$ cat config.mk
export PLATFORM = sky130hd
export DESIGN_NAME = ascon_block_packer
export DESIGN_NICKNAME = d
export VERILOG_FILES = /design/src/rtl/ascon_block_packer.sv
export SDC_FILE = /design/constraint.sdc
export NUM_CORES = 1
export LEC_CHECK = 0
export ABC_AREA = 1
export BUFFER_PORTS_ARGS = -buffer_cell sky130_fd_sc_hd__buf_2
export CAP_MARGIN = 25
export CORE_MARGIN = 1.5
export CORE_UTILIZATION = 54
export DETAILED_ROUTE_END_ITERATION = 10
export HOLD_SLACK_MARGIN = 0.05
export PLACE_DENSITY = 0.8
export SLEW_MARGIN = 20
export SYNTH_ARGS = -nofsm -noshare
export SYNTH_HDL_FRONTEND = slang
export SYNTH_SLANG_ARGS = --single-unit
$ cat constraint.sdc
create_clock -name clock_i -period 2 [get_ports clock_i]
set_clock_uncertainty 0.1 [all_clocks]
set_input_delay 0.4 -clock clock_i [delete_from_list [all_inputs] [get_ports clock_i]]
set_output_delay 0.4 -clock clock_i [all_outputs]
set_load 0.02 [all_outputs]
$ cat src/rtl/ascon_block_packer.sv
// ascon_block_packer: packs a byte stream into big-endian rate blocks for
// the ASCON-128 data phases and applies 0x80/zero padding. The final block
// is flagged, and a padding-only block follows when the message length is a
// multiple of the rate.
module ascon_block_packer #(
  parameter int unsigned RATE_BYTES = 8,
  parameter int unsigned CNT_W      = 16
) (
  input  logic                    clock_i,
  input  logic                    reset_i,
  input  logic [7:0]              byte_i,
  input  logic                    byte_valid_i,
  input  logic                    byte_last_i,
  output logic                    byte_ready_o,
  input  logic                    empty_i,
  output logic [8*RATE_BYTES-1:0] block_o,
  output logic                    block_valid_o,
  output logic                    block_last_o,
  input  logic                    block_ready_i,
  output logic [CNT_W-1:0]        block_count_o
);

  localparam int unsigned BW    = 8 * RATE_BYTES;
  localparam int unsigned IDX_W = (RATE_BYTES > 1) ? $clog2(RATE_BYTES) : 1;
  localparam logic [IDX_W-1:0] LAST_IDX  = IDX_W'(RATE_BYTES - 1);
  localparam logic [BW-1:0]    PAD_BLOCK = BW'(128) << (BW - 8);

  typedef enum logic {
    FILL,
    HOLD
  } state_t;

  state_t           state_q, state_d;
  logic [IDX_W-1:0] idx_q, idx_d;
  logic [BW-1:0]    blk_q, blk_d;
  logic             last_q, last_d;
  logic             pad_q, pad_d;
  logic [CNT_W-1:0] cnt_q, cnt_d;
  logic             byte_xfer;
  logic             blk_xfer;

  assign byte_ready_o  = (state_q == FILL);
  assign block_valid_o = (state_q == HOLD);
  assign block_o       = blk_q;
  assign block_last_o  = last_q;
  assign block_count_o = cnt_q;

  assign byte_xfer = byte_valid_i & byte_ready_o;
  assign blk_xfer  = block_valid_o & block_ready_i;

  // Next-state logic: byte insertion, padding, handoff and counting.
  always_comb begin
    state_d = state_q;
    idx_d   = idx_q;
    blk_d   = blk_q;
    last_d  = last_q;
    pad_d   = pad_q;
    cnt_d   = cnt_q;
    case (state_q)
      FILL: begin
        if (byte_xfer) begin
          for (int unsigned i = 0; i < RATE_BYTES; i++) begin
            if (IDX_W'(i) == idx_q) blk_d[8*(RATE_BYTES-i)-1 -: 8] = byte_i;
          end
          if (idx_q == LAST_IDX) begin
            // Full block: a last byte here defers its padding to an extra block.
            state_d = HOLD;
            last_d  = 1'b0;
            pad_d   = byte_last_i;
          end else if (byte_last_i) begin
            // Trailing bytes are already zero since the buffer is cleared on handoff.
            for (int unsigned i = 0; i < RATE_BYTES; i++) begin
              if (32'(idx_q) + 32'd1 == i) blk_d[8*(RATE_BYTES-i)-1 -: 8] = 8'h80;
            end
            state_d = HOLD;
            last_d  = 1'b1;
          end else begin
            idx_d = idx_q + IDX_W'(1);
          end
        end else if (empty_i && (idx_q == '0)) begin
          blk_d   = PAD_BLOCK;
          state_d = HOLD;
          last_d  = 1'b1;
        end
      end
      HOLD: begin
        if (blk_xfer) begin
          cnt_d = cnt_q + CNT_W'(1);
          if (pad_q) begin
            blk_d  = PAD_BLOCK;
            last_d = 1'b1;
            pad_d  = 1'b0;
          end else begin
            state_d = FILL;
            idx_d   = '0;
            blk_d   = '0;
            last_d  = 1'b0;
          end
        end
      end
      default: state_d = FILL;
    endcase
  end

  // State register with synchronous active-high reset.
  always_ff @(posedge clock_i) begin
    if (reset_i) begin
      state_q <= FILL;
      idx_q   <= '0;
      blk_q   <= '0;
      last_q  <= 1'b0;
      pad_q   <= 1'b0;
      cnt_q   <= '0;
    end else begin
      state_q <= state_d;
      idx_q   <= idx_d;
      blk_q   <= blk_d;
      last_q  <= last_d;
      pad_q   <= pad_d;
      cnt_q   <= cnt_d;
    end
  end

endmodule

==> results by group, run 1 <==
CTS
  • H-tree level count: 3
  • CTS Sinks: between 80 and 90
  • CTS tree: built
  • Hold_buf cts: 0
  • Clock transition at the registers of the reported paths: 0.08 ns
  • Cts bufs inserted: 9
  • Clock Latency Late Sink: around 0.35 ns
  • Deepest clock path buffer count: 2
  • Clk root buf: clkbuf_8

Synthesis
  • Area leader, netlist: dfxtp_1
  • Warnings, synthesis: 0
  • Predominant post-synthesis flop cell: dfxtp_1
  • Net Count, Synth: approximately 630
  • Number of enable flip-flop cells after synthesis: 0
  • Register area share after synthesis: 0.415
  • Flops & latches, synth: between 80 and 90
  • Synth cell types: 31
  • Synthesized area per cell: roughly 6.9 sq um
  • Post-synth top area share: 0.415
  • Synth Instances: between 600 and 700
  • Most frequent cell after synthesis: nand2_1
  • Most common library cells after synthesis: nand2_1, dfxtp_1, nor2_1
  • Fraction of registers with async set/reset: 0
  • Synth area leaders: dfxtp_1, nand2_1, nor2_1
  • Post-Syn Area: around 4200 sq um

Critical path
  • Kind of cell adding the most delay to the critical path: simple AND/OR/NAND/NOR gates
  • CP required: around 2.2 ns
  • Crit-path cells: inv_1 > ha_1 > nand3_2 > nand2_8 > nand2_8 > nor2_4 > clkbuf_4 > nand2_1 > o21ai_1 > nor2_1
  • CP Class: reg2reg
  • Crit start category: flip-flop
  • CP most frequent cell: nand2_8
  • Worst reg2reg startpoint: idx_q[1]
  • Crit path arrival time: 2.02 ns
  • Crit path max fanout: 9
  • Critical Path Start: idx_q[1]
  • Critical path's slowest cell: dfxtp_2
  • CP Buf/Inv Count: 2
  • Element type at the critical path end: flip-flop
  • CP max stage delay: 0.36 ns

Floorplanning
  • Rows: 31
  • Die area: 8230 sq um
  • I/O pins: 97
  • Width of the chip: slightly above 90 um
  • CORE AREA: 7330 sq um
  • Die height: 90.7 um
  • Initial Utilization: 0.566

Layout
  • Fin nets: between 700 and 800
  • Non-Filler Instances: 809
  • Ant diodes: 0
  • Layout overhead on the synthesized area: 19.5%
  • Design area: about 5000 sq um
  • Core Util, Final: 0.677
  • Share of cells above drive strength 1: 0.215

Place
  • Placed Cells: just under 800
  • Place WS: approximately 0.064 ns
  • GPL Wtd Cong: between 0.9 and 1
  • DP Wirelength: 7360 um
  • Placed cell areas: ~4700 sq um
  • I/O Buffers: 96

Pwr
  • Peak VDD IR: 0.454 mV
  • Leakage power: roughly 2.4 nW
  • Overall Power: approximately 3.8 mW
  • Power density over the cells: ~760 nW/um^2

Global route
  • First-pass GRT wire length: between 15000 and 20000 um
  • Vias in the first global route: 3740
  • GRT Util Overall: 0.260
  • Total grt overflow: 0
  • Largest net degree at the start of global routing: 31
  • Antenna violations before repair: 0

Detailed routing
  • Via count: around 4200
  • Final ANT Viol Nets: 0
  • Drc violations: 0
  • Avg WL per Cell: ~13 um
  • Routed vias/inst: 5.18
  • Initial DRT Pass Iterations: 5
  • Initial DRC Count: between 300 and 400
  • WL final: 10600 um

STA
  • Hold slack: between 0.3 and 0.4 ns
  • Setup-failing EPs final: 0
  • Total Neg Setup Slack: 0 ns
  • RSZ-0062 raised after global routing: false
  • Slew Viols, Final: 0
  • Relative slew slack: 0.646
  • Crit share post-route: 0.930
  • Hold Vio Cnt, Final: 0
  • F_max: 538 MHz
  • Final min period: between 1.5 and 2 ns
  • Final setup margin: 0.140 ns
  • Worst slew pin tran: about 0.53 ns

Run status
  • Status: complete, no violations

Min path
  • Worst min path class: in2reg
  • Hold Startpoint: byte_last_i

Run
  • Max cap viols: 0
cell type report:
class | count | area (sq um)
inverters | 74 | 283
clock inverters | 1 | 5.00
multi-input cells | 423 | 2050
flip-flops and latches | 86 | 1720
fillers | 676 | 2370
well taps | 99 | 124
repair buffers | 113 | 608
clock buffers | 13 | 169
placed cells by master, fill, tap and decap left out, types with 3 or more instances in the layout:
master,count
nand4_4,3
buf_2,96
nor3_1,5
nand2_2,5
dfxtp_1,84
nor2_1,82
nand3_1,15
inv_1,70
nand2_1,168
o21ai_0,60
ha_1,11
buf_4,16
clkbuf_8,12
a21oi_1,35
nand4_1,6
o21ai_1,13
registers in the layout, summed over array words and instances, names as in the netlist:
| register | flops |
|---|---|
| block_valid_o | 1 |
| pad_q | 1 |
| block_o | 64 |
| block_last_o | 1 |
| idx_q | 3 |
| block_count_o | 16 |
power breakdown:
| part | leakage (nW) | internal [mW] | switching (mW) | total, mW |
|---|---|---|---|---|
| logic | 1.63 | 0.266 | 0.576 | 0.842 |
| registers | 0.696 | 1.78 | 0.0465 | 1.83 |
| clock network | 0.0914 | 0.539 | 0.570 | 1.11 |
tightest hold or removal path, stage by stage:
cell	delay, ns
buf_2	0.13
o21ai_0	0.09
a21oi_1	0.10
cell families after synthesis:
logic type / share of synthesized area
AND/OR/NAND/NOR: 0.312
adder cells (fa/ha/maj): 0.0331
flip-flops: 0.415
buffers and inverters: 0.0988
AO/OA/AOI/OAI: 0.141
path summary, 6_finish.rpt:
| path | to | slack, ns | cells past startpoint |
|---|---|---|---|
| worst max-delay path | block_o[50] | 0.14 | 10 |
| worst min-delay path | pad_q | 0.31 | 3 |
| worst max register to register | block_o[50] | 0.14 | 10 |
| worst min register to register | block_o[31] | 0.37 | 2 |
per-layer routing:
metal | share of wire | vias to the layer above | track usage
li1 | - | 2111 | -
met1 | 0.46 | 1922 | 0.336
met2 | 0.48 | 138 | 0.435
met3 | 0.048 | 20 | 0.0337
met4 | 0.017 | 0 | 0.108
met5 | 0 | - | 0
timing repair:
item	in CTS	in global routing
resized for setup	0	9
endpoints found under the setup margin	0	37
setup buffers	0	4
(Power assumes the default switching activity.)
==> inputs of run 2 (changes only) <==
- CORE_UTILIZATION: 54 -> 35
- MAX_ROUTING_LAYER: not set -> met4
- PLACE_DENSITY: 0.8 -> not set
==> run 2 against run 1 <==
The run now ends with design-rule violations left. Global-route usage decreased by 7.3 points. Count of clock-buffer cells in the layout is 2 lower. Final area grew 3.9%. Total power is 14% higher. Non-clock buffer count is 1 higher. Die area increased by 52%. Hold slack better by 0.021 ns. First-iteration DRC count is 32% lower. Utilization shrank 23 points. Sequential share of layout area down 1.3 points. Combinational power is 3.8% higher. Highest routed layer unchanged.
==> results by group, run 2 (synthesis gave the netlist of run 1 again) <==
Place
  • DP Wirelength: approximately 8000 um
  • GPL Wtd Cong: approximately 0.88
  • I/O Buffers: 96

CTS
  • Deepest clock path buffer count: 2
  • Clk root buf: clkbuf_16
  • Clock transition at the registers of the reported paths: ~0.06 ns
  • Hold_buf cts: 0
  • CTS Sinks: 86
  • CTS tree: built
  • H-tree level count: 3
  • Clock Latency Late Sink: 0.34 ns
  • Cts bufs inserted: 9

Layout
  • Max reg flops: 64
  • Layout fillers: roughly 1200
  • Share of cells above drive strength 1: 0.209
  • Ant diodes: 0
  • Layout overhead on the synthesized area: 24.1%
  • Fin nets: about 730
  • Commonest non-fill, non-tap cell in the layout: nand2_1
  • Most frequent cells in the layout: nand2_1, buf_2, dfxtp_1, nor2_1, inv_1

STA
  • F_max: between 500 and 600 MHz
  • Worst slew pin tran: 0.540 ns
  • Hold Vio Cnt, Final: 0
  • Crit share post-route: 0.926
  • Final min period: between 1.5 and 2 ns
  • Relative slew slack: 0.640
  • RSZ-0062 raised after global routing: false
  • Slew Viols, Final: 0
  • Total Neg Setup Slack: 0 ns
  • Setup-failing EPs final: 0

Pwr
  • Leakage power: between 2 and 2.5 nW
  • Power density over the cells: about 840 nW/um^2
  • Overall Power: ~4.3 mW
  • Peak VDD IR: 0.325 mV

Critical path
  • CP required: between 2 and 2.5 ns
  • Crit start category: flip-flop
  • Crit path max fanout: 7
  • Element type at the critical path end: flip-flop
  • CP Class: reg2reg
  • Crit path arrival time: 1.97 ns

Global route
  • First-pass GRT wire length: roughly 18000 um
  • Largest net degree at the start of global routing: 32
  • Vias in the first global route: around 3700
  • Antenna violations before repair: 0
  • Total grt overflow: 0
  • GRT Util Overall: 0.187

Floorplanning
  • Rows: 39
  • Initial Utilization: 0.361
  • Die height: between 100 and 150 um
  • Die area: between 10000 and 15000 sq um
  • CORE AREA: approximately 12000 sq um
  • Width of the chip: ~110 um
  • I/O pins: 97

Detailed routing
  • Initial DRC Count: 222
  • Initial DRT Pass Iterations: 8
  • Avg WL per Cell: 13.4 um
  • Drc violations: 13
  • WL final: between 10000 and 15000 um
  • Final ANT Viol Nets: 0
  • Routed vias/inst: between 4 and 5
  • Via count: approximately 4000

Run status
  • Status: complete, but fails checks
  • Failing checks: design-rule violations

Run
  • Max cap viols: 0

Min path
  • Worst min path class: in2reg
## run 2: changes by cell type in the layout (fill, tap and decap cells not counted), sizes merged
cell / change
bufinv: +1
nor2: -1
buf: +2
clkbuf: -3
## run 2: worst paths after layout
check | cells past startpoint | slack, ns | from | end
worst min-delay path | 3 | 0.33 | byte_i[5] | block_o[45]
worst min register to register | 2 | 0.36 | block_o[31] | block_o[31]
worst max-delay path | 6 | 0.15 | idx_q[2] | block_o[6]
worst max register to register | 6 | 0.15 | idx_q[2] | block_o[6]
## run 2: worst max-delay path, cell delays in order (launching register included)
cell	delay, ns
dfxtp_1	0.47
inv_4	0.10
ha_1	0.34
inv_1	0.12
nand3b_1	0.24
a21oi_1	0.25
o21ai_0	0.11
## run 2: area by class of cell
type,count,area [sq um],share of cell area
Multi-Input combinational cell,422,2050,0.399
Inverter,74,283,0.0549
Timing Repair Buffer,114,638,0.124
Clock inverter,2,35.0,0.00680
Sequential cell,86,1720,0.334
Clock buffer,11,243,0.0471
Tap cell,143,179,0.0347
## run 2: power breakdown
group          switching (mW)  internal, mW  leakage [nW]  total [mW]
clock                   0.644         0.979         0.137        1.62
combinational           0.585         0.289          1.64       0.874
sequential             0.0406          1.78         0.696        1.82
total                    1.27          3.05          2.47        4.32
## run 2: layer usage
metal | track usage | share of wire | routed length, um | vias up
li1 | - | - | - | 2105
met1 | 0.253 | 0.49 | 5610 | 1874
met2 | 0.280 | 0.45 | 5080 | 100
met3 | 0.0294 | 0.045 | 509 | 13
met4 | 0.0726 | 0.015 | 174 | 0
met5 | - | 0 | 0 | -
## run 2: metrics by stage
stage / area, sq um / worst slack, ns / utilization / instances / hold WS, ns
after global placement: 4820 / 0.166 / 0.419 / 836 / 0.355
final: 5150 / 0.149 / 0.448 / 852 / 0.333
after floorplan: 4150 / 0.225 / - / 602 / 0.354
after detailed placement: 4820 / 0.106 / 0.419 / 836 / 0.354
after CTS: 5100 / 0.101 / 0.443 / 849 / 0.325
after global routing: 5150 / 0.0146 / 0.448 / 852 / 0.341
## run 2: timing repair
action	in CTS	in global routing
buffers inserted	0	3
endpoints found under the setup margin	0	14
resized for setup	0	6
==> inputs of run 3 (changes only) <==
- BUFFER_PORTS_ARGS: -buffer_cell sky130_fd_sc_hd__buf_2 -> -buffer_cell sky130_fd_sc_hd__buf_4
==> run 3 against run 2 <==
The run still ends with design-rule violations left. Register-to-register slack hardly changed. Global-route usage shrank 0.53 points. Hold slack worse by 0.079 ns. Sequential power about the same. Combinational power down 2%. Final cell count up 0.47%. Largest cell class unchanged. Highest routed layer unchanged.
==> results by group, run 3 (synthesis gave the netlist of run 1 again) <==
STA
  • Setup-failing EPs final: 0
  • Final min period: ~1.8 ns
  • Worst slew pin tran: roughly 0.5 ns
  • RSZ-0062 raised after global routing: false
  • F_max: approximately 540 MHz
  • Crit share post-route: 0.925
  • Slew Viols, Final: 0
  • Relative slew slack: 0.671
  • Total Neg Setup Slack: 0 ns
  • Hold Vio Cnt, Final: 0

Global route
  • Vias in the first global route: approximately 3500
  • Largest net degree at the start of global routing: 26
  • GRT Util Overall: 0.182
  • Antenna violations before repair: 0
  • First-pass GRT wire length: ~18000 um
  • Total grt overflow: 0

CTS
  • Clock Latency Late Sink: between 0.3 and 0.4 ns
  • CTS tree: built
  • Deepest clock path buffer count: 2
  • Hold_buf cts: 0
  • H-tree level count: 3
  • Clk root buf: clkbuf_16
  • Cts bufs inserted: 9
  • Clock transition at the registers of the reported paths: about 0.06 ns
  • CTS Sinks: 86

Layout
  • Most frequent cells in the layout: nand2_1, buf_4, dfxtp_1, nor2_1, inv_1
  • Layout overhead on the synthesized area: 30.3%
  • Layout fillers: 1179
  • Multi-input logic area: 2030 sq um
  • Fin nets: about 730
  • Register area: roughly 1700 sq um
  • Max reg flops: 64
  • Share of cells above drive strength 1: 0.213
  • Commonest non-fill, non-tap cell in the layout: nand2_1
  • Design area: 5410 sq um
  • Ant diodes: 0

Floorplanning
  • Width of the chip: 112 um
  • Die height: 112 um
  • Initial Utilization: 0.361
  • CORE AREA: ~12000 sq um
  • Die area: roughly 13000 sq um
  • I/O pins: 97
  • Rows: 39

Detailed routing
  • Final ANT Viol Nets: 0
  • Avg WL per Cell: approximately 13 um
  • WL final: about 11000 um
  • Initial DRC Count: 261
  • Initial DRT Pass Iterations: 9
  • Drc violations: 6
  • Routed vias/inst: around 4.7
  • Via count: between 4000 and 5000

Min path
  • Hold Startpoint: reset_i
  • Worst min path class: in2reg
  • Hold depth: 2
  • Worst Hold End: block_o[47]

Critical path
  • CP required: around 2.1 ns
  • Crit-path cells: inv_1 > ha_1 > nand3_2 > nand2_4 > nand2_8 > nor2_4 > nand2_1 > o21ai_1 > nor2_1
  • Crit path max fanout: 14
  • CP Class: reg2reg
  • Element type at the critical path end: flip-flop
  • CP max stage delay: approximately 0.36 ns
  • R2R Setup Slk: between 0.15 and 0.2 ns
  • Crit path arrival time: between 1.5 and 2 ns
  • Worst Reg-to-Reg Cells: 9
  • Critical path's slowest cell: dfxtp_2
  • Crit start category: flip-flop
  • Worst reg2reg startpoint: idx_q[1]
  • R2r endpoint: block_o[53]

Run
  • Max cap viols: 0

Pwr
  • Peak VDD IR: roughly 0.42 mV
  • Leakage power: roughly 2.5 nW
  • Power density over the cells: just over 800 nW/um^2

Place
  • Placed cell areas: 5060 sq um
  • I/O Buffers: 96
  • DP Wirelength: about 8000 um
  • GPL Wtd Cong: roughly 0.86

Run status
  • Status: complete, but fails checks
  • Failing checks: design-rule violations
-- run 3: cell types whose count changed in the layout (fill, tap and decap cells not counted), moves of 2 or more --
cell | previous run | this run
buf_2 | 97 | 0
buf_4 | 15 | 114
clkbuf_1 | 1 | 3
dfxtp_1 | 86 | 84
dfxtp_2 | 0 | 2
o21ai_2 | 0 | 3
o21ai_4 | 3 | 0
-- run 3: worst max path at each step --
stage             start           to  slack [ns]  cells past startpoint
2_1_floorplan  idx_q[0]  block_o[40]        0.23                      8
3_3_place_gp   idx_q[0]  block_o[42]        0.12                      8
3_5_place_dp   idx_q[0]  block_o[43]        0.08                      8
4_1_cts        idx_q[0]  block_o[43]        0.06                      8
5_1_grt        idx_q[1]  block_o[50]        0.01                      9
6_report       idx_q[1]  block_o[53]        0.15                      9
-- run 3: cell type report --
cell class	count	area share
repair buffers	115	0.162
inverters	74	0.0523
well taps	143	0.0331
clock inverters	3	0.0125
flip-flops and latches	86	0.319
multi-input cells	422	0.375
clock buffers	13	0.0463
-- run 3: layer usage --
metal | GRT usage | vias up | wire length, um
met5 | - | - | 0
met4 | 0.0615 | 0 | 172
met3 | 0.0343 | 10 | 536
met2 | 0.279 | 93 | 4980
met1 | 0.240 | 1829 | 5460
li1 | - | 2116 | -
-- run 3: critical path, delay by kind of cell, from the launching register on --
| kind | cells | cell delay, ns |
|---|---|---|
| AOI/OAI and AO/OA | 1 | 0.09 |
| adders and majority gates | 1 | 0.21 |
| buffers and inverters | 1 | 0.13 |
| DFF | 1 | 0.36 |
| and+or+nand+nor | 6 | 0.85 |
-- run 3: power by group --
part | internal [mW] | switching, mW | total (mW)
clock | 1.13 | 0.658 | 1.79
sequential | 1.78 | 0.0488 | 1.83
combinational | 0.301 | 0.555 | 0.856
total | 3.21 | 1.26 | 4.48
-- run 3: repair_timing --
item                                    in CTS  in global routing
endpoints found under the hold margin        0                  0
buffers inserted                             0                  3
endpoints found under the setup margin       0                 38
gates resized for setup                      0                  5
-- run 3: through the flow --
stage          total power, mW   util  hold WS (ns)  cells  worst slack (ns)
6_report                  4.48  0.470         0.254    856             0.150
5_1_grt                   4.69  0.470         0.257    856            0.0106
4_1_cts                   4.52  0.467         0.241    853            0.0601
3_5_place_dp              2.72  0.439         0.357    837            0.0775
3_3_place_gp              2.71  0.439         0.357    837             0.124
2_1_floorplan             2.43      -         0.354    602             0.225
